## config.mk

```make
export PLATFORM = sky130hd
export DESIGN_NAME = dvp_frame_capture_flat
export DESIGN_NICKNAME = d
export VERILOG_FILES = /design/src/rtl/dvp_cap_pkg.sv /design/src/rtl/dvp_frame_capture_if.sv /design/src/rtl/dvp_pixel_packer.sv /design/src/rtl/dvp_frame_capture.sv /design/src/flat_wrapper.sv
export SDC_FILE = /design/constraint.sdc
export NUM_CORES = 1
export LEC_CHECK = 0
export CORE_MARGIN = 10
export CORE_UTILIZATION = 35
export DETAILED_ROUTE_END_ITERATION = 6
export PLACE_DENSITY = 0.64
export SLEW_MARGIN = 20
export SYNTH_ARGS = -nofsm -noshare
export SYNTH_HDL_FRONTEND = slang
export SYNTH_SLANG_ARGS = --single-unit
```

## constraint.sdc

```tcl
create_clock -name PCLK -period 11.1 [get_ports PCLK]
set_input_delay 3.33 -clock PCLK [delete_from_list [all_inputs] [get_ports PCLK]]
set_output_delay 3.33 -clock PCLK [all_outputs]
set_load 0.02 [all_outputs]
```

## src/rtl/dvp_cap_pkg.sv

```systemverilog
// Shared types and width helpers for the DVP frame capture engine.
// Provides the capture FSM state enum and word/slot width derivations.
package dvp_cap_pkg;

   typedef enum logic [1:0] {
      S_IDLE,
      S_SYNC,
      S_CAPTURE,
      S_DONE
   } state_e;

   function automatic int word_w(input int dw, input int bpp, input int ppw);
      return dw * bpp * ppw;
   endfunction

   // Index width for a counter over n items (at least one bit).
   function automatic int slot_w(input int n);
      return (n > 1) ? $clog2(n) : 1;
   endfunction

endpackage

```

## src/rtl/dvp_frame_capture_if.sv

```systemverilog
// Camera/control inputs and frame-RAM/status outputs of the capture engine.
// slave: capture engine side; master: camera + RAM + controller side.
interface dvp_frame_capture_if #(
   parameter int DATA_W = 8,
   parameter int CNT_W  = 12,
   parameter int ADDR_W = 17,
   parameter int WORD_W = 32
);
   logic              ARM;
   logic              CONT;
   logic [CNT_W-1:0]  X_START;
   logic [CNT_W-1:0]  X_END;
   logic [CNT_W-1:0]  Y_START;
   logic [CNT_W-1:0]  Y_END;
   logic              VSYNC;
   logic              HREF;
   logic [DATA_W-1:0] CAM_DATA;
   logic              RAM_WE;
   logic [ADDR_W-1:0] RAM_ADDR;
   logic [WORD_W-1:0] RAM_WDATA;
   logic              FRAME_READY;
   logic              BUSY;
   logic              OVERFLOW;
   logic [7:0]        FRAME_CNT;
   logic [ADDR_W:0]   WORD_CNT;

   modport slave (
      input  ARM, CONT, X_START, X_END, Y_START, Y_END,
      input  VSYNC, HREF, CAM_DATA,
      output RAM_WE, RAM_ADDR, RAM_WDATA,
      output FRAME_READY, BUSY, OVERFLOW, FRAME_CNT, WORD_CNT
   );

   modport master (
      output ARM, CONT, X_START, X_END, Y_START, Y_END,
      output VSYNC, HREF, CAM_DATA,
      input  RAM_WE, RAM_ADDR, RAM_WDATA,
      input  FRAME_READY, BUSY, OVERFLOW, FRAME_CNT, WORD_CNT
   );
endinterface

```

## src/rtl/dvp_pixel_packer.sv

```systemverilog
// Assembles camera beats into pixels and kept pixels into RAM words.
// Ports: clk_i/rst_i, clr_i (drop all partial state), beat_i/data_i
// (accepted beat), href_i, flush_i (line end), keep_i (pixel in window);
// pix_done_o (pixel completes now), word_vld_o/word_o (word to write now).
module dvp_pixel_packer
   import dvp_cap_pkg::*;
#(
   parameter int DATA_W        = 8,
   parameter int BYTES_PER_PIX = 2,
   parameter int PIX_PER_WORD  = 2
) (
   input  logic                                              clk_i,
   input  logic                                              rst_i,
   input  logic                                              clr_i,
   input  logic                                              beat_i,
   input  logic                                              href_i,
   input  logic                                              flush_i,
   input  logic                                              keep_i,
   input  logic [DATA_W-1:0]                                 data_i,
   output logic                                              pix_done_o,
   output logic                                              word_vld_o,
   output logic [word_w(DATA_W,BYTES_PER_PIX,PIX_PER_WORD)-1:0] word_o
);
   localparam int PIX_W  = DATA_W * BYTES_PER_PIX;
   localparam int WORD_W = word_w(DATA_W, BYTES_PER_PIX, PIX_PER_WORD);
   localparam int SLOT_W = slot_w(PIX_PER_WORD);
   localparam int PH_W   = slot_w(BYTES_PER_PIX);

   logic [PH_W-1:0]   phase_q, phase_d;
   logic [PIX_W-1:0]  pix_q, pix_d, pix_full;
   logic [SLOT_W-1:0] slot_q, slot_d;
   logic [WORD_W-1:0] acc_q, acc_d, acc_push;
   logic              last_beat, push, word_full;

   always_comb begin
      // Earlier beats shift up so the first beat lands in the MSBs.
      pix_full   = (pix_q << DATA_W) | PIX_W'(data_i);
      acc_push   = (acc_q << PIX_W) | WORD_W'(pix_full);
      last_beat  = (phase_q == PH_W'(BYTES_PER_PIX - 1));
      pix_done_o = beat_i && last_beat;
      push       = pix_done_o && keep_i;
      word_full  = push && (slot_q == SLOT_W'(PIX_PER_WORD - 1));
      phase_d    = phase_q;
      pix_d      = pix_q;
      slot_d     = slot_q;
      acc_d      = acc_q;
      word_vld_o = 1'b0;
      word_o     = acc_push;
      if (clr_i) begin
         phase_d    = '0;
         pix_d      = '0;
         slot_d     = '0;
         acc_d      = '0;
         pix_done_o = 1'b0;
      end else begin
         if (!href_i) begin
            phase_d = '0;
         end else if (beat_i) begin
            pix_d   = pix_full;
            phase_d = last_beat ? '0 : phase_q + 1'b1;
         end
         if (push) begin
            acc_d      = acc_push;
            slot_d     = word_full ? '0 : slot_q + 1'b1;
            word_vld_o = word_full;
         end else if (flush_i && (slot_q != '0)) begin
            // Left-align the kept pixels; empty low slots shift in zero.
            word_o     = acc_q << ((PIX_PER_WORD - int'(slot_q)) * PIX_W);
            word_vld_o = 1'b1;
            slot_d     = '0;
            acc_d      = '0;
         end
      end
   end

   always_ff @(posedge clk_i or posedge rst_i) begin
      if (rst_i) begin
         phase_q <= '0;
         pix_q   <= '0;
         slot_q  <= '0;
         acc_q   <= '0;
      end else begin
         phase_q <= phase_d;
         pix_q   <= pix_d;
         slot_q  <= slot_d;
         acc_q   <= acc_d;
      end
   end
endmodule

```

## src/rtl/dvp_frame_capture.sv

```systemverilog
// DVP camera capture: VSYNC/HREF framing, crop window, frame RAM writes.
// Ports: PCLK (sole clock), HRESET (async, active high), bus (slave side:
// camera + control in, RAM write port + FRAME_READY/BUSY/OVERFLOW/counts out).
module dvp_frame_capture
   import dvp_cap_pkg::*;
#(
   parameter int DATA_W        = 8,
   parameter int BYTES_PER_PIX = 2,
   parameter int PIX_PER_WORD  = 2,
   parameter int ADDR_W        = 17,
   parameter int DEPTH         = 2**ADDR_W,
   parameter int CNT_W         = 12
) (
   input  logic                PCLK,
   input  logic                HRESET,
   dvp_frame_capture_if.slave  bus
);
   localparam int WORD_W = word_w(DATA_W, BYTES_PER_PIX, PIX_PER_WORD);
   localparam logic [ADDR_W:0] DEPTH_C = (ADDR_W+1)'(DEPTH);

   state_e            state_q, state_d;
   logic              vsync_q, href_q, cont_q, cont_d;
   logic [CNT_W-1:0]  xs_q, xs_d, xe_q, xe_d, ys_q, ys_d, ye_q, ye_d;
   logic [CNT_W-1:0]  x_q, x_d, y_q, y_d;
   logic [ADDR_W:0]   wcnt_q, wcnt_d, wc_out_q, wc_out_d;
   logic              we_q, we_d, rdy_q, rdy_d, busy_q, busy_d, ovf_q, ovf_d;
   logic [ADDR_W-1:0] addr_q, addr_d;
   logic [WORD_W-1:0] wdata_q, wdata_d, word;
   logic [7:0]        fcnt_q, fcnt_d;
   logic              v_fall, v_rise, h_fall, cap, no_cap, beat, flush;
   logic              start, finish, keep, pix_done, word_vld;

   always_comb begin
      v_fall = vsync_q && !bus.VSYNC;
      v_rise = !vsync_q && bus.VSYNC;
      h_fall = href_q && !bus.HREF;
      // Dropping ARM aborts at once: the beat in that cycle is not taken.
      cap    = (state_q == S_CAPTURE) && bus.ARM;
      no_cap = !cap;
      beat   = cap && bus.HREF && !bus.VSYNC;
      flush  = cap && h_fall;
      start  = (state_q == S_SYNC) && bus.ARM && v_fall;
      finish = cap && v_rise;
      keep   = (x_q >= xs_q) && (x_q <= xe_q) &&
               (y_q >= ys_q) && (y_q <= ye_q);
   end

   dvp_pixel_packer #(
      .DATA_W       (DATA_W),
      .BYTES_PER_PIX(BYTES_PER_PIX),
      .PIX_PER_WORD (PIX_PER_WORD)
   ) u_pack (
      .clk_i     (PCLK),
      .rst_i     (HRESET),
      .clr_i     (no_cap),
      .beat_i    (beat),
      .href_i    (bus.HREF),
      .flush_i   (flush),
      .keep_i    (keep),
      .data_i    (bus.CAM_DATA),
      .pix_done_o(pix_done),
      .word_vld_o(word_vld),
      .word_o    (word)
   );

   always_ff @(posedge PCLK or posedge HRESET) begin
      if (HRESET) state_q <= S_IDLE;
      else        state_q <= state_d;
   end

   always_comb begin
      state_d = state_q;
      unique case (state_q)
         S_IDLE:    if (bus.ARM) state_d = S_SYNC;
         S_SYNC:    if (!bus.ARM) state_d = S_IDLE;
                    else if (v_fall) state_d = S_CAPTURE;
         S_CAPTURE: if (!bus.ARM) state_d = S_IDLE;
                    else if (v_rise) state_d = S_DONE;
         S_DONE:    if (cont_q) state_d = S_SYNC;
                    else if (!bus.ARM) state_d = S_IDLE;
         default:   state_d = S_IDLE;
      endcase
   end

   always_comb begin
      cont_d   = cont_q;
      xs_d     = xs_q;
      xe_d     = xe_q;
      ys_d     = ys_q;
      ye_d     = ye_q;
      x_d      = x_q;
      y_d      = y_q;
      wcnt_d   = wcnt_q;
      wc_out_d = wc_out_q;
      we_d     = 1'b0;
      addr_d   = addr_q;
      wdata_d  = wdata_q;
      rdy_d    = rdy_q;
      busy_d   = (state_d != S_IDLE);
      ovf_d    = ovf_q;
      fcnt_d   = fcnt_q;
      if ((state_q == S_IDLE) && bus.ARM) begin
         ovf_d  = 1'b0;
         fcnt_d = '0;
      end
      if (state_d == S_IDLE) rdy_d = 1'b0;
      if (start) begin
         cont_d = bus.CONT;
         xs_d   = bus.X_START;
         xe_d   = bus.X_END;
         ys_d   = bus.Y_START;
         ye_d   = bus.Y_END;
         x_d    = '0;
         y_d    = '0;
         wcnt_d = '0;
         rdy_d  = 1'b0;
      end else begin
         if (h_fall)        x_d = '0;
         else if (pix_done) x_d = x_q + 1'b1;
         if (flush)         y_d = y_q + 1'b1;
      end
      if (word_vld) begin
         if (wcnt_q < DEPTH_C) begin
            we_d    = 1'b1;
            addr_d  = wcnt_q[ADDR_W-1:0];
            wdata_d = word;
            wcnt_d  = wcnt_q + 1'b1;
         end else begin
            ovf_d = 1'b1;
         end
      end
      if (finish) begin
         rdy_d    = 1'b1;
         fcnt_d   = fcnt_q + 1'b1;
         wc_out_d = wcnt_d;
      end
   end

   always_ff @(posedge PCLK or posedge HRESET) begin
      if (HRESET) begin
         vsync_q  <= 1'b0;
         href_q   <= 1'b0;
         cont_q   <= 1'b0;
         xs_q     <= '0;
         xe_q     <= '0;
         ys_q     <= '0;
         ye_q     <= '0;
         x_q      <= '0;
         y_q      <= '0;
         wcnt_q   <= '0;
         wc_out_q <= '0;
         we_q     <= 1'b0;
         addr_q   <= '0;
         wdata_q  <= '0;
         rdy_q    <= 1'b0;
         busy_q   <= 1'b0;
         ovf_q    <= 1'b0;
         fcnt_q   <= '0;
      end else begin
         vsync_q  <= bus.VSYNC;
         href_q   <= bus.HREF;
         cont_q   <= cont_d;
         xs_q     <= xs_d;
         xe_q     <= xe_d;
         ys_q     <= ys_d;
         ye_q     <= ye_d;
         x_q      <= x_d;
         y_q      <= y_d;
         wcnt_q   <= wcnt_d;
         wc_out_q <= wc_out_d;
         we_q     <= we_d;
         addr_q   <= addr_d;
         wdata_q  <= wdata_d;
         rdy_q    <= rdy_d;
         busy_q   <= busy_d;
         ovf_q    <= ovf_d;
         fcnt_q   <= fcnt_d;
      end
   end

   assign bus.RAM_WE      = we_q;
   assign bus.RAM_ADDR    = addr_q;
   assign bus.RAM_WDATA   = wdata_q;
   assign bus.FRAME_READY = rdy_q;
   assign bus.BUSY        = busy_q;
   assign bus.OVERFLOW    = ovf_q;
   assign bus.FRAME_CNT   = fcnt_q;
   assign bus.WORD_CNT    = wc_out_q;
endmodule

```

## src/flat_wrapper.sv

```systemverilog
// flat-port wrapper written by rule: the top's interface ports become plain ports
module dvp_frame_capture_flat import dvp_cap_pkg::*;
#(
   parameter int DATA_W        = 8,
   parameter int BYTES_PER_PIX = 2,
   parameter int PIX_PER_WORD  = 2,
   parameter int ADDR_W        = 17,
   parameter int DEPTH         = 2**ADDR_W,
   parameter int CNT_W         = 12
)
  (PCLK, HRESET, bus_ARM, bus_CONT, bus_X_START, bus_X_END, bus_Y_START, bus_Y_END, bus_VSYNC, bus_HREF, bus_CAM_DATA, bus_RAM_WE, bus_RAM_ADDR, bus_RAM_WDATA, bus_FRAME_READY, bus_BUSY, bus_OVERFLOW, bus_FRAME_CNT, bus_WORD_CNT);
  dvp_frame_capture_if #(.DATA_W(DATA_W), .CNT_W(CNT_W), .ADDR_W(ADDR_W)) bus_i ();
  input  logic PCLK;
  input  logic HRESET;
  input wire logic [$bits(bus_i.ARM)-1:0] bus_ARM;
  input wire logic [$bits(bus_i.CONT)-1:0] bus_CONT;
  input wire logic [$bits(bus_i.X_START)-1:0] bus_X_START;
  input wire logic [$bits(bus_i.X_END)-1:0] bus_X_END;
  input wire logic [$bits(bus_i.Y_START)-1:0] bus_Y_START;
  input wire logic [$bits(bus_i.Y_END)-1:0] bus_Y_END;
  input wire logic [$bits(bus_i.VSYNC)-1:0] bus_VSYNC;
  input wire logic [$bits(bus_i.HREF)-1:0] bus_HREF;
  input wire logic [$bits(bus_i.CAM_DATA)-1:0] bus_CAM_DATA;
  output wire logic [$bits(bus_i.RAM_WE)-1:0] bus_RAM_WE;
  output wire logic [$bits(bus_i.RAM_ADDR)-1:0] bus_RAM_ADDR;
  output wire logic [$bits(bus_i.RAM_WDATA)-1:0] bus_RAM_WDATA;
  output wire logic [$bits(bus_i.FRAME_READY)-1:0] bus_FRAME_READY;
  output wire logic [$bits(bus_i.BUSY)-1:0] bus_BUSY;
  output wire logic [$bits(bus_i.OVERFLOW)-1:0] bus_OVERFLOW;
  output wire logic [$bits(bus_i.FRAME_CNT)-1:0] bus_FRAME_CNT;
  output wire logic [$bits(bus_i.WORD_CNT)-1:0] bus_WORD_CNT;
  assign bus_i.ARM = bus_ARM;
  assign bus_i.CONT = bus_CONT;
  assign bus_i.X_START = bus_X_START;
  assign bus_i.X_END = bus_X_END;
  assign bus_i.Y_START = bus_Y_START;
  assign bus_i.Y_END = bus_Y_END;
  assign bus_i.VSYNC = bus_VSYNC;
  assign bus_i.HREF = bus_HREF;
  assign bus_i.CAM_DATA = bus_CAM_DATA;
  assign bus_RAM_WE = bus_i.RAM_WE;
  assign bus_RAM_ADDR = bus_i.RAM_ADDR;
  assign bus_RAM_WDATA = bus_i.RAM_WDATA;
  assign bus_FRAME_READY = bus_i.FRAME_READY;
  assign bus_BUSY = bus_i.BUSY;
  assign bus_OVERFLOW = bus_i.OVERFLOW;
  assign bus_FRAME_CNT = bus_i.FRAME_CNT;
  assign bus_WORD_CNT = bus_i.WORD_CNT;
  dvp_frame_capture #(.DATA_W(DATA_W), .BYTES_PER_PIX(BYTES_PER_PIX), .PIX_PER_WORD(PIX_PER_WORD), .ADDR_W(ADDR_W), .DEPTH(DEPTH), .CNT_W(CNT_W)) u_core (.PCLK(PCLK), .HRESET(HRESET), .bus(bus_i));
endmodule
```

Word level (Yosys, flattened, before mapping):

Cells that the tools add are included.

* register bits after elaboration: 216
* latch bits: 0
* RAM bits: 0
* output and inout port bits: 79
* memory bits (read-only): 0
* memories: 0

* divide/modulo/power cells: 0
* shift-type cells: 1
* equal/unequal tests: 7
* add/sub/neg operators: 7
* multipliers: 0
* reductions and logical operators: 30
* order comparisons: 5
* bitwise gates (word level): 2
* muxes and demuxes: 47

Operators with widths (count)
* 2-to-1 mux 32 bit: 6
* 2-to-1 mux 12 bit: 5
* 2-to-1 mux 18 bit: 3
* 2-to-1 mux 8 bit: 5
* bitwise OR 32 x 16 -> 32 bit: 1
* << shifter 32 x 32 -> 32 bit: 1
* adder 12 x 1 -> 12 bit (second input constant): 2
* >= comparator 12 bit: 2
* <= comparator 12 bit: 2
* 2-to-1 mux 1 bit: 20
* adder 18 x 1 -> 18 bit (second input constant): 1
* logical AND 1 bit: 18
* less-than comparator 18 bit (second input constant): 1
* bitwise OR 16 x 8 -> 16 bit: 1
* 2-to-1 mux 2 bit: 7
* adder 8 x 1 -> 8 bit (second input constant): 1
* one-hot mux 2 bit (4 select lines): 1
* inequality test 3 bit (second input constant): 2
* nonzero test 2 bit: 3
* nonzero test 3 bit: 2
* equality test 2 bit (second input constant): 2
* logical NOT 2 bit: 2
* inequality test 2 bit (second input constant): 2
* AND reduction 2 bit: 2
* 4 further kinds: 7

Logic depth before layout (Yosys ltp):

* depth after elaboration: 10
* depth in mapped cells: 13
* depth with buffers taken out: 11

Hierarchy:

A second synthesis with hierarchy kept.

* cell total of the unflattened synthesis: 963
* area, all modules: 9412.8 um^2

By module, submodules not included
* dvp_frame_capture: times used 1, area each 8065.2 um^2, cells an instance 838
* dvp_pixel_packer: times used 1, area each 1347.5 um^2, cells an instance 125

Least setup slack after synthesis:

No wires, ideal clock.

* path type: input to register
* start: input port bus_VSYNC
* end: register u_core.wc_out_q[3], in the netlist u_core.bus.WORD_CNT[3]
* data arrival time: 5.608 ns
* library setup time: 0.125 ns
* path slack: 5.367 ns
* stages: 11
* path buffers: 3
* data required time: 10.975 ns
* cell sequence: buf_6 nand2b_1 buf_6 nor3_4 and2_1 a22o_2 or4b_1 buf_2 a2111o_1 mux2i_1 mux2_2

* longest elaborated chain between the ends: 8
* elaborated cells between the ends (all ways): 14

RTL lines
* from (decl): line flat_wrapper.sv:21 `input wire logic [$bits(bus_i.VSYNC)-1:0] bus_VSYNC;`
* logical NOT 1 bit *: line dvp_frame_capture.sv:34, dvp_frame_capture.sv:40
* logical AND 1 bit: line dvp_frame_capture.sv:40 `beat = cap && bus.HREF && !bus.VSYNC;`
* logical AND 1 bit: line dvp_pixel_packer.sv:40 `pix_done_o = beat_i && last_beat;`
* logical AND 1 bit: line dvp_pixel_packer.sv:41 `push = pix_done_o && keep_i;`
* logical AND 1 bit: line dvp_pixel_packer.sv:42 `word_full = push && (slot_q == SLOT_W'(PIX_PER_WORD - 1));`
* 2-to-1 mux 1 bit: line dvp_pixel_packer.sv:62 `if (push) begin`
* 2-to-1 mux 1 bit: line dvp_pixel_packer.sv:49 `if (clr_i) begin`
* 2-to-1 mux 18 bit *: line dvp_frame_capture.sv:122 `if (word_vld) begin`
* named net u_core.wcnt_d[3]: line dvp_frame_capture.sv:25 `logic [ADDR_W:0] wcnt_q, wcnt_d, wc_out_q, wc_out_d;`
* to (signal assigned): line dvp_frame_capture.sv:170 `wc_out_q <= wc_out_d;`
* to (decl): line dvp_frame_capture.sv:25

Mark *: on every way through the listed nets, which the timed path passes. The rest lies on a longest branch.
A chain may end at the register's enable or synchronous reset.

Worst setup path after layout:

* start: input port bus_ARM
* end: register u_core.wc_out_q[3], in the netlist u_core.bus.WORD_CNT[3]

* longest elaborated chain between the ends: 9
* elaborated cells between the ends (all ways): 17

RTL lines
* from (decl): line flat_wrapper.sv:15 `input wire logic [$bits(bus_i.ARM)-1:0] bus_ARM;`
* logical AND 1 bit: line dvp_frame_capture.sv:38 `cap = (state_q == S_CAPTURE) && bus.ARM;`
* logical AND 1 bit (2 in a row): line dvp_frame_capture.sv:40
* logical AND 1 bit: line dvp_pixel_packer.sv:40
* logical AND 1 bit: line dvp_pixel_packer.sv:41
* logical AND 1 bit: line dvp_pixel_packer.sv:42
* 2-to-1 mux 1 bit: line dvp_pixel_packer.sv:62
* 2-to-1 mux 1 bit: line dvp_pixel_packer.sv:49
* 2-to-1 mux 18 bit *: line dvp_frame_capture.sv:122
* named net u_core.wcnt_d[3]: line dvp_frame_capture.sv:25

Marks and branches as above.

==> flow_summary.yaml <==
synthesis:
  seq_area_frac_synth_pct: 53.6
  synthMuxAreaShare_pct: 2.96
  async_flop_share_pct: 100
  synth_ff_type: "dfrtp_1"
  avgSynthCellArea_um2: 9.32
  yosysTopAreaCellShare_pct: 53.6
  yosysTopAreaCell: "dfrtp_1"
  syn_nets: 1115
  synth_edf_count: 0
  synth_common_cells: "nand2_1, dfrtp_1, o21ai_0, inv_1, nand3_1"
  synth_top_family_by_area: "simple AND/OR/NAND/NOR gates"
  ys_seq_elements: 200
  synth_cell_types: 48
  synth-simple-area-share_pct: 21.3
  synth_compound_area_share_pct: 8.87
  ys_warn_count: 0
  synthAdderAreaFrac_pct: 6.97
  synthCells: 1001
  yosysMostFrequentCell: "nand2_1"
  synthTopCellsByArea: "dfrtp_1, nand2_1, ha_1"
  synthXorXnorAreaFrac_pct: 1.88
  netlist_area_mm2: 0.00933
global_route:
  grt_pass1_wl_um: 38200
  overflow: 0
  grt_start_max_net_pins: 126
  grt_usage_pct: 14.0
  antenna_found_initial: 0
  grt_pass1_vias: 7319
sta:
  slew_violations: 0
  finalHoldViolCount: 0
  tightest_slew_ps: 1030
  slew_headroom_pct: 31.0
  rsz0062_at_grt: "false"
  fmax_mhz: 152
  setup-violations-final: 0
  skew_ps: 16.8
  period_minus_slack_ps: 6560
  fin_tns_setup_ps: 0
  finalCritPeriodShare_pct: 59.1
  fin_ws_ps: 4540
drt:
  met3WireLength_um: 1230
  routed_wl_um: 23400
  drtIter0Drc: 555
  highest_layer: "met4"
  dr.pass1.iters: 7
  vias_per_cell: 4.91
  avgRoutedWirePerCell_um: 16.0
  antenna_left: 0
  wl_met1_um: 11000
  vias: 7213
  route.met2.wl_um: 11000
  drc: 0
floorplanning:
  rows: 59
  die_h_um: 183
  core-area_mm2: 0.0261
  die_w_um: 183
  initial_utilization_pct: 35.7
  io_pins: 141
  die-area_mm2: 0.0336
final_layout:
  nNetsFinal: 1235
  final_layout_size_suffix_gt1_share_pct: 5.82
  n_antenna_cell: 0
  area_delta_synth_final_pct: 24.8
  num-fill-cells: 2576
clock_tree:
  clk_pin_slew_ps: 90
  clockRootBuffer: "clkbuf_16"
  cts_max_level: 4
  postCtsSetupBuffers: 0
  hold_buffers: 0
  cts_sinks: 200
  tritoncts: "built"
  cts_resized: 0
  clk_latency_ps: 440
  numCtsBuffers: 17
  clockBufferDepth: 2
critical_path:
  startpoint_type: "input port"
  r2r-end: "u_core.wcnt_q[2]$_DFF_PP0_"
  critPathMaxFanout: 22
  crit_end: "u_core.bus.WORD_CNT[3]$_DFFE_PP0P_"
  r2r_cells: 11
  r2r_slack_ps: 7370
  required_ps: 11430
  cp-end-kind: "flip-flop"
  crit_arrival_ps: 6890
  crit_start: "bus_ARM"
  rr_startpoint: "u_core.y_q[2]$_DFFE_PP0P_"
  crit_type: "input port to flip-flop"
power:
  ir_drop_v: 0.0000781
  switchingPower_uw: 450
  power.clock.fraction_pct: 38.5
  power_switching_share_pct: 27.8
  p_leak_nw: 5.61
  intPower_mw: 1.17
  power_frac_seq_pct: 49.6
  combPwrFrac_pct: 11.8
  power.density_mw_per_mm2: 139
place:
  gp_congestion: 0.794
  preCtsSetupSlack_ps: 4090
  hpwl_um: 16700
  portBuffers: 140
hold_path:
  min_path_type: "flip-flop to flip-flop"
outcome:
  status: "finished, final reports clean"
flow_run:
  max_cap_violations: 0
[cell type report]
type	instances	area, µm²	share of cell area (%)
clock buffer	17	425	3.65
clock inverter	15	171	1.47
timing repair buffer	148	1460	12.5
inverter	57	221	1.90
sequential	200	5000	43.0
multi-input combinational	697	3940	33.8
tap	335	419	3.60
[how the worst min path moves through the flow]
| stage | start | end | slack (ps) | cells past startpoint |
|---|---|---|---|---|
| 5_1_grt | u_core.u_pack.acc_q[1]$_DFFE_PP0P_ | u_core.bus.RAM_WDATA[17]$_DFFE_PP0P_ | 490 | 2 |
| 4_1_cts | u_core.bus.RAM_WDATA[2]$_DFFE_PP0P_ | u_core.bus.RAM_WDATA[2]$_DFFE_PP0P_ | 470 | 2 |
| 2_1_floorplan | u_core.u_pack.acc_q[0]$_DFFE_PP0P_ | u_core.bus.RAM_WDATA[16]$_DFFE_PP0P_ | 440 | 2 |
| 6_report | u_core.u_pack.acc_q[1]$_DFFE_PP0P_ | u_core.bus.RAM_WDATA[17]$_DFFE_PP0P_ | 470 | 2 |
| 3_5_place_dp | u_core.bus.RAM_WDATA[2]$_DFFE_PP0P_ | u_core.bus.RAM_WDATA[2]$_DFFE_PP0P_ | 460 | 2 |
| 3_3_place_gp | u_core.bus.RAM_WDATA[4]$_DFFE_PP0P_ | u_core.bus.RAM_WDATA[4]$_DFFE_PP0P_ | 450 | 2 |
[power by group through the flow]
stage	sequential, mW	clock [mW]	combinational [mW]
global placement	0.817	0	0.187
CTS	0.804	0.641	0.196
finish	0.804	0.624	0.192
global route	0.810	0.667	0.225
floorplan	0.816	0	0.123
detailed placement	0.818	0	0.194
[logic make-up (layout without fill, tap and decap cells)]
group,Yosys count,count (layout)
AND/OR/NAND/NOR,454,454
adder cells (fa/ha/maj),52,52
XOR/XNOR,20,20
flip-flops,200,200
buffers and inverters,104,237
AO/OA/AOI/OAI,145,145
multiplexers,26,26
[per-layer routing]
metal / GRT usage, % / vias to the layer above
met5: 0 / -
met4: 4.33 / 0
met3: 3.46 / 17
met2: 22.9 / 137
met1: 17.9 / 3468
li1: - / 3591
[cell usage in the layout (no fill, tap or decap), types with 6 or more instances in the layout]
cell               n
a21oi_1           40
a31oi_1            7
and3_1            10
buf_4              8
clkbuf_16         17
clkdlybuf4s50_1  140
dfrtp_1          200
ha_1              52
inv_1             56
mux2_2            13
mux2i_1           13
nand2_1          290
nand3_1           53
nand4_1           22
nor2_1            38
o211ai_1           8
o21ai_0           66
or3_1              7
xnor2_1            6
xor2_1            14
[state kept, by name, summed over array words and instances, names as in the netlist, 2 cells and up]
name,flops
u_core.xs_q,12
u_core.bus.RAM_WDATA,32
u_core.ys_q,12
u_core.x_q,12
u_core.xe_q,12
u_core.wcnt_q,18
u_core.bus.RAM_ADDR,17
u_core.u_pack.acc_q,16
u_core.bus.FRAME_CNT,8
u_core.y_q,12
u_core.bus.WORD_CNT,18
u_core.state_q,2
u_core.ye_q,12
u_core.u_pack.pix_q,8
[per-stage QoR]
stage	cell area, µm²	total power [mW]	hold slack (ps)	util, %	std cells
after detailed placement	11000	1.01	455	42.3	1437
after global placement	11000	1.00	450	42.3	1437
final	11600	1.62	467	44.6	1469
after floorplan	9330	0.939	438	-	1001
after CTS	11600	1.64	475	44.6	1469
after global routing	11600	1.70	489	44.6	1469
[critical path, stage by stage]
cell,delay [ps]
clkdlybuf4s50_1,570
nand3b_2,350
nor3_4,480
and2_1,200
a22o_2,140
or4b_1,840
a2111o_1,550
mux2i_1,140
mux2_2,270
Power figures use the tool's default switching activity.
